===== config.mk =====
export PLATFORM = sky130hd
export DESIGN_NAME = av_sata_speed_ctrl
export DESIGN_NICKNAME = d
export VERILOG_FILES = /design/src/rtl/av_sata_speed_ctrl.sv
export SDC_FILE = /design/constraint.sdc
export NUM_CORES = 1
export LEC_CHECK = 0
export ABC_AREA = 1
export BUFFER_PORTS_ARGS = -buffer_cell sky130_fd_sc_hd__buf_2
export CAP_MARGIN = 40
export CORE_ASPECT_RATIO = 0.7
export CORE_UTILIZATION = 60
export CTS_CLUSTER_DIAMETER = 50
export DETAILED_ROUTE_END_ITERATION = 12
export PLACE_DENSITY = 0.79
export SYNTH_ARGS = -nofsm -noshare
export SYNTH_HDL_FRONTEND = slang
export SYNTH_SLANG_ARGS = --single-unit

===== constraint.sdc =====
create_clock -name clk -period 6.18 [get_ports clk]
set_input_delay 1.236 -clock clk [delete_from_list [all_inputs] [get_ports clk]]
set_output_delay 1.236 -clock clk [all_outputs]
set_load 0.005 [all_outputs]

===== src/rtl/av_sata_speed_ctrl.sv =====
// SATA speed negotiation: reconfigures the transceiver starting at MAX_GEN and
// falls back one generation at a time until the link holds stable or all fail.
module av_sata_speed_ctrl #(
    parameter int MAX_GEN       = 3,
    parameter int RECFG_TIMEOUT = 65536,
    parameter int LINK_TIMEOUT  = 1000000,
    parameter int LINK_STABLE   = 16
) (
    input  logic       clk,
    input  logic       reset,
    input  logic       neg_start,
    input  logic       link_up,
    output logic       recfg_request,
    output logic [1:0] recfg_sata_gen,
    input  logic       recfg_ready,
    output logic       phy_restart,
    output logic       neg_done,
    output logic       neg_fail,
    output logic [1:0] neg_gen
);
    localparam int RT_W = $clog2(RECFG_TIMEOUT) + 1;
    localparam int LT_W = $clog2(LINK_TIMEOUT) + 1;
    localparam int ST_W = $clog2(LINK_STABLE) + 1;
    localparam logic [1:0]      GEN_TOP = 2'(MAX_GEN);
    localparam logic [RT_W-1:0] RT_LAST = RT_W'(RECFG_TIMEOUT - 1);
    localparam logic [LT_W-1:0] LT_LAST = LT_W'(LINK_TIMEOUT - 1);
    localparam logic [ST_W-1:0] ST_GOOD = ST_W'(LINK_STABLE);

    typedef enum logic [3:0] {
        S_IDLE, S_WAIT_RDY, S_REQ, S_WAIT_ACK, S_WAIT_DONE,
        S_RESTART, S_WAIT_LINK, S_DONE, S_FAIL
    } state_t;

    state_t          state, next_state;
    logic [1:0]      gen;
    logic [RT_W-1:0] rc_tmr;
    logic [LT_W-1:0] lk_tmr;
    logic [ST_W-1:0] stb_cnt, stb_nxt;
    logic            rc_expired, lk_expired, link_good;
    logic            req_nxt, restart_nxt, done_nxt, fail_nxt;
    logic [1:0]      sata_gen_nxt, neg_gen_nxt;

    function automatic logic [RT_W-1:0] rc_inc(input logic [RT_W-1:0] v);
        return (&v) ? v : v + 1'b1;
    endfunction

    function automatic logic [LT_W-1:0] lk_inc(input logic [LT_W-1:0] v);
        return (&v) ? v : v + 1'b1;
    endfunction

    function automatic logic [ST_W-1:0] st_inc(input logic [ST_W-1:0] v);
        return (&v) ? v : v + 1'b1;
    endfunction

    assign stb_nxt    = link_up ? st_inc(stb_cnt) : '0;
    assign link_good  = (stb_nxt >= ST_GOOD);
    assign rc_expired = (rc_tmr >= RT_LAST);
    assign lk_expired = (lk_tmr >= LT_LAST);

    always_ff @(posedge clk or negedge reset) begin
        if (!reset) state <= S_IDLE;
        else        state <= next_state;
    end

    always_comb begin
        next_state = state;
        case (state)
            S_IDLE:      if (neg_start) next_state = S_WAIT_RDY;
            S_WAIT_RDY:  if (rc_expired) next_state = S_FAIL;
                         else if (recfg_ready) next_state = S_REQ;
            S_REQ:       next_state = S_WAIT_ACK;
            S_WAIT_ACK:  if (rc_expired) next_state = S_FAIL;
                         else if (!recfg_ready) next_state = S_WAIT_DONE;
            S_WAIT_DONE: if (rc_expired) next_state = S_FAIL;
                         else if (recfg_ready) next_state = S_RESTART;
            S_RESTART:   next_state = S_WAIT_LINK;
            // A stable link on the final timer cycle still counts as success
            S_WAIT_LINK: if (link_good) next_state = S_DONE;
                         else if (lk_expired) next_state = (gen > 2'd1) ? S_WAIT_RDY : S_FAIL;
            S_DONE:      if (!link_up) next_state = S_WAIT_RDY;
            S_FAIL:      if (neg_start) next_state = S_WAIT_RDY;
            default:     next_state = S_IDLE;
        endcase
    end

    // Outputs are decoded from the next state so they register in step with it
    always_comb begin
        req_nxt      = (next_state == S_REQ);
        restart_nxt  = (next_state == S_RESTART);
        done_nxt     = (next_state == S_DONE);
        fail_nxt     = (next_state == S_FAIL);
        sata_gen_nxt = req_nxt ? gen : recfg_sata_gen;
        neg_gen_nxt  = (done_nxt && state != S_DONE) ? gen : neg_gen;
    end

    always_ff @(posedge clk or negedge reset) begin
        if (!reset) begin
            recfg_request  <= 1'b0;
            recfg_sata_gen <= 2'd0;
            phy_restart    <= 1'b0;
            neg_done       <= 1'b0;
            neg_fail       <= 1'b0;
            neg_gen        <= 2'd0;
        end else begin
            recfg_request  <= req_nxt;
            recfg_sata_gen <= sata_gen_nxt;
            phy_restart    <= restart_nxt;
            neg_done       <= done_nxt;
            neg_fail       <= fail_nxt;
            neg_gen        <= neg_gen_nxt;
        end
    end

    // The handshake timer spans WAIT_RDY through WAIT_DONE of one attempt
    always_ff @(posedge clk or negedge reset) begin
        if (!reset) begin
            gen     <= GEN_TOP;
            rc_tmr  <= '0;
            lk_tmr  <= '0;
            stb_cnt <= '0;
        end else begin
            if (next_state == S_WAIT_RDY && state != S_WAIT_RDY) begin
                rc_tmr <= '0;
                gen    <= (state == S_WAIT_LINK) ? gen - 2'd1 : GEN_TOP;
            end else if (state inside {S_WAIT_RDY, S_REQ, S_WAIT_ACK, S_WAIT_DONE}) begin
                rc_tmr <= rc_inc(rc_tmr);
            end
            if (state == S_RESTART) begin
                lk_tmr  <= '0;
                stb_cnt <= '0;
            end else if (state == S_WAIT_LINK) begin
                lk_tmr  <= lk_inc(lk_tmr);
                stb_cnt <= stb_nxt;
            end
        end
    end
endmodule


---- After elaboration in Yosys (flattened, before gate mapping) ----
Cells that the tools add are included.
storage, ports and cells
  logic and storage cells ................. 71
  register bits ........................... 57
  output and inout bits ................... 8
cells by class
  add/sub/neg operators ................... 4
  eq/ne operators ......................... 17
  $lt $le $gt $ge ......................... 4
  mux-type cells .......................... 23
  reduce and logical (&&, ||, !) cells .... 12
operators by type and width
  kind                   count
  $mux 21                3
  $mux 17                3
  $mux 4                 11
  $pmux 4 s8             1
  $eq 4x3->1 const B     6
  $add 21x1->21 const B  1
  $ge 21x20->1 const B   1
  $reduce_and 21->1      1
  $mux 5                 4
  $add 17x1->17 const B  1
  $ge 17x16->1 const B   1
  $reduce_and 17->1      1
  $eq 4x2->1 const B     3
  $eq 4x1->1 const B     2
  $eq 4x4->1 const B     2
  $add 5x1->5 const B    1
  $ge 5x5->1 const B     1
  $reduce_and 5->1       1
  $logic_not 4->1        1
  $ne 2x2->1 const B     2
  $ne 4x1->1 const B     1
  $ne 4x3->1 const B     1
  $reduce_and 2->1       2
  $reduce_bool 2->1      2
  6 further kinds        7

---- Logic depth before layout (Yosys ltp) ----
  word-level depth ........................ 10
  mapped depth ............................ 18
  gate-level depth less buffers ........... 17

---- Least setup slack after synthesis ----
OpenSTA, ideal clock, no wires.
  path type ............................... reg-to-reg
  from .................................... register rc_tmr[0]
  to ...................................... register rc_tmr[16]
  setup slack ............................. 3.634 ns
  cell stages (with the launch flop) ...... 18
  data required time ...................... 6.052 ns
  period minus slack after synthesis ...... 2.546 ns
  buffers on the path ..................... 1
  arrival time ............................ 2.418 ns
  cells stage by stage .................... dfrtp_1 -> ha_1 -> nand3_1 -> nor2_1 -> nand2_1 -> or2_2 -> nor3_1 -> ha_1 -> nor2_1 -> nand3_1 -> nand2_2 -> a21oi_2 -> nand3_2 -> nor2_2 -> nand2_4 -> inv_4 -> buf_12 -> nor2_4
on the way
  word-level cells in the longest chain between the ends .. 7
  elaborated cells between the ends (all ways) .. 15
ends and longest elaborated chain
  item                                                                     line        RTL
  from (decl)                                                              36          logic [RT_W-1:0] rc_tmr;
  from (signal assigned)                                                   126         rc_tmr <= rc_inc(rc_tmr);
  $ge 17x16->1                                                             57          assign rc_expired = (rc_tmr >= RT_LAST);
  $mux 4, on equally long branches                                         74, 69, 72
  $pmux 4 s8                                                               67          case (state)
  $eq 4x1->1                                                               122         if (next_state == S_WAIT_RDY && state != S_WAIT_RDY) begin
  $logic_and 1x1->1                                                        122
  $ne 2x2->1 (no source line) / $reduce_bool 2->1 (equally long branches)  --
  $reduce_and 2->1 (no source line)                                        --
Parallel ways exist; a longest one is shown, timed or not. The select of a mux whose other input is x is not followed.
A chain may end at the register's enable or synchronous reset.

---- Worst setup path after layout ----
  from .................................... register rc_tmr[0]
  to ...................................... register rc_tmr[6]
on the way
  word-level cells in the longest chain between the ends .. 7
  elaborated cells between the ends (all ways) .. 15
ends and longest elaborated chain
  item                                                                     line        RTL
  $ge 17x16->1 (*)                                                         57
  $mux 4, on equally long branches                                         74, 69, 72
  $pmux 4 s8 (*)                                                           67
  named net next_state[1]                                                  34          state_t state, next_state;
  $eq 4x1->1 (*)                                                           122
  $logic_and 1x1->1 (*)                                                    122
  $ne 2x2->1 (no source line) / $reduce_bool 2->1 (equally long branches)  --
  $reduce_and 2->1 (no source line)                                        --
The timed path passes the listed nets; every way through them passes the cells marked *. The select of a mux whose other input is x is not followed.

==> reports/qor.yml <==
hold_path:
  min_to: "recfg_sata_gen[0]"
  hold_class: "register to register"
  holdPathStages: 2
  worstHoldStart: "recfg_sata_gen[0]"
worst_setup_path:
  crit_arrival_ps: 3180
  max_stage_delay_ps: 380
  critPathKind: "register to register"
  rr_startpoint: "rc_tmr[0]"
  critPathCaptureType: "register"
  timing.rr.end: "rc_tmr[6]"
  cp-start-kind: "register"
  crit_fanout: 14
  rrSetupSlack_ps: 3210
  crit_required_ps: 6390
  r2r_cells: 16
  path_cells: "ha_1 -> nand3_1 -> nor2_1 -> nand2_1 -> or2_2 -> nor3_1 -> ha_1 -> nor2_1 -> nand2_1 -> inv_1 -> nand4_1 -> nand3_1 -> a21oi_2 -> nand2_4 -> inv_4 -> a21oi_1"
  cpMaxStageDelayCell: "dfrtp_1"
detailed_routing:
  avgRoutedWirePerCell_um: 13.8
  wl_met1_um: 3860
  wl_met2_um: 3340
  route.detailed.drc: 0
  firstDrtPassIters: 5
  wirelength_um: 7870
  dr.max_layer_used: "met4"
  drtAntennaViolNets: 0
  vias: 3208
  drt_iter0_markers: 346
  routed_via_density: 5.62
  dr_wl_met3_um: 565
synth:
  synth_edf_count: 0
  synthDistinctLibCells: 43
  syn-num-nets: 488
  async_flop_share_pct: 100
  netlist_instances: 477
  synth-seq-cells: 57
  synth_common_cells: "nand2_1, inv_1, dfrtp_1, nor2_1, nand3_1"
  synth_top_area_share_pct: 37.5
  ys_top_cells_by_area: "dfrtp_1, nand2_1, inv_1"
  yosys.area.top_type: "dfrtp_1"
  synth-main-ff-cell: "dfrtp_1"
  syn_area_um2: 3670
  avgSynthCellArea_um2: 7.70
  ys.warnings.count: 0
  ys_seq_area_share_pct: 38.9
  yosysMostFrequentCell: "nand2_1"
grt:
  globalRouteTotalUtil_pct: 27.0
  antenna_found_initial: 0
  grt_pass1_wl_um: 13200
  grt_pass1_vias: 2852
  grt_max_degree: 58
  grt_remaining_overflow: 0
sta:
  fin_crit_ps: 2970
  worstMarginPinSlew_ps: 712
  relSlewSlack_pct: 52.5
  fin_skew_ps: 9.03
  fmax_ghz: 0.337
  setup_viol_count_final: 0
  rsz0062_at_grt: "no"
  fin_tns_setup_ps: 0
  hold_viol: 0
  period_share_pct: 48.0
  maxSlewViolCount: 0
floorplan:
  std_cell_rows: 23
  io_pins: 13
  dieArea_um2: 6450
  initial_core_util_pct: 63.2
  core_um2: 5810
  die_x_um: 95.5
  die_h_um: 67.5
clock_tree:
  clock_latency_ps: 340
  cts_tree: "done"
  clock_sinks: 57
  cts_resized: 0
  cts_buffer_depth: 2
  postCtsSetupBuffers: 0
  root_buffer: "clkbuf_8"
  numCtsBuffers: 9
  postCtsHoldBufs: 0
  clk_pin_slew_ps: 70
  cts_htree_levels: 3
placement:
  place_congestion: 0.929
  dpl.hpwl_um: 5780
  placed_cell_area_um2: 3750
  io_buffer_count: 12
layout:
  finish.instance_area_um2: 3960
  drive_gt1_share_pct: 15.1
  fillers: 479
  layout.nets: 502
  n_antenna_cell: 0
  syn_to_final_growth_pct: 7.83
pwr:
  p_comb_share_pct: 36.3
  ir_drop_uv: 199
  p_int_uw: 838
  p_clk_share_pct: 27.0
  pwr-share-seq_pct: 36.8
  sw_frac_of_total_pct: 40.4
  cellLeakagePower_uw: 0.00189
  power.density_nw_per_um2: 355
  switchingPower_uw: 568
status:
  run_status: "finished, final reports clean"
job:
  maxCapViolations: 0
==> worst max-delay path, delay by kind of cell, from the launching register on <==
family	cells	cell delay, ps
compound gates	2	250
simple gates	10	1500
fa+ha+maj	2	380
flops	1	380
buf+inv	2	340
==> per-stage QoR <==
stage | cells | total power [uW] | utilization, % | hold slack [ps] | worst slack, ps
after global placement | 555 | 1010 | 64.6 | 461 | 3380
final | 571 | 1410 | 68.2 | 489 | 3210
after CTS | 571 | 1420 | 68.2 | 491 | 3210
after floorplan | 477 | 971 | - | 449 | 3630
after global routing | 571 | 1510 | 68.2 | 504 | 2920
after detailed placement | 555 | 1030 | 64.6 | 475 | 3240
==> cells by family after synthesis <==
logic type      after synthesis  synth area share [%]
compound gates               50                  8.44
xor+xnor                     23                  5.48
fa+ha+maj                     6                  2.04
buf+inv                      75                  9.12
flops                        57                  38.9
simple gates                266                  36.0
==> state kept, by name (all words and copies together) (netlist names) <==
signal,flops
recfg_sata_gen,2
phy_restart,1
neg_fail,1
neg_gen,2
rc_tmr,17
gen,2
stb_cnt,5
neg_done,1
lk_tmr,21
state,4
recfg_request,1
==> worst max path at each step <==
stage	cells after the start	startpoint	end	slack, ps
final	16	rc_tmr[0]	rc_tmr[6]	3210
after global routing	16	rc_tmr[0]	rc_tmr[6]	2920
after CTS	16	rc_tmr[0]	rc_tmr[6]	3210
after detailed placement	16	rc_tmr[0]	rc_tmr[6]	3240
after global placement	16	rc_tmr[0]	rc_tmr[6]	3380
after floorplan	17	rc_tmr[0]	rc_tmr[16]	3630
==> power groups by stage <==
stage	sequential (uW)	clock, uW	combinational [uW]
6_report	517	379	510
4_1_cts	516	387	512
3_3_place_gp	518	0	496
2_1_floorplan	504	0	467
5_1_grt	527	402	580
3_5_place_dp	522	0	508
==> area by class of cell <==
type	count	area [um2]	share of cell area (%)
clock inverter	6	82.6	2.08
inverter	65	251	6.35
clock buffer	10	128	3.22
tap	75	93.8	2.37
multi-input combinational	345	1910	48.2
timing repair buffer	13	67.6	1.71
sequential	57	1430	36.1
==> routing by layer <==
metal | GRT usage [%] | vias up
li1 | - | 1576
met5 | 0 | -
met4 | 7.84 | 0
met3 | 6.64 | 14
met1 | 39.0 | 1497
met2 | 40.0 | 121
==> layout by cell type (no fill, tap or decap), types with 7 or more instances in the layout <==
cell type,instances
nand2_1,106
nand3_1,42
dfrtp_1,55
o31ai_1,9
nor3_1,22
nand4_1,10
xnor2_1,7
clkbuf_8,9
inv_1,58
o21ai_0,23
nor2_4,12
xor2_1,16
nor2_1,46
buf_2,12
No activity file was read; power rests on OpenSTA's default activity.
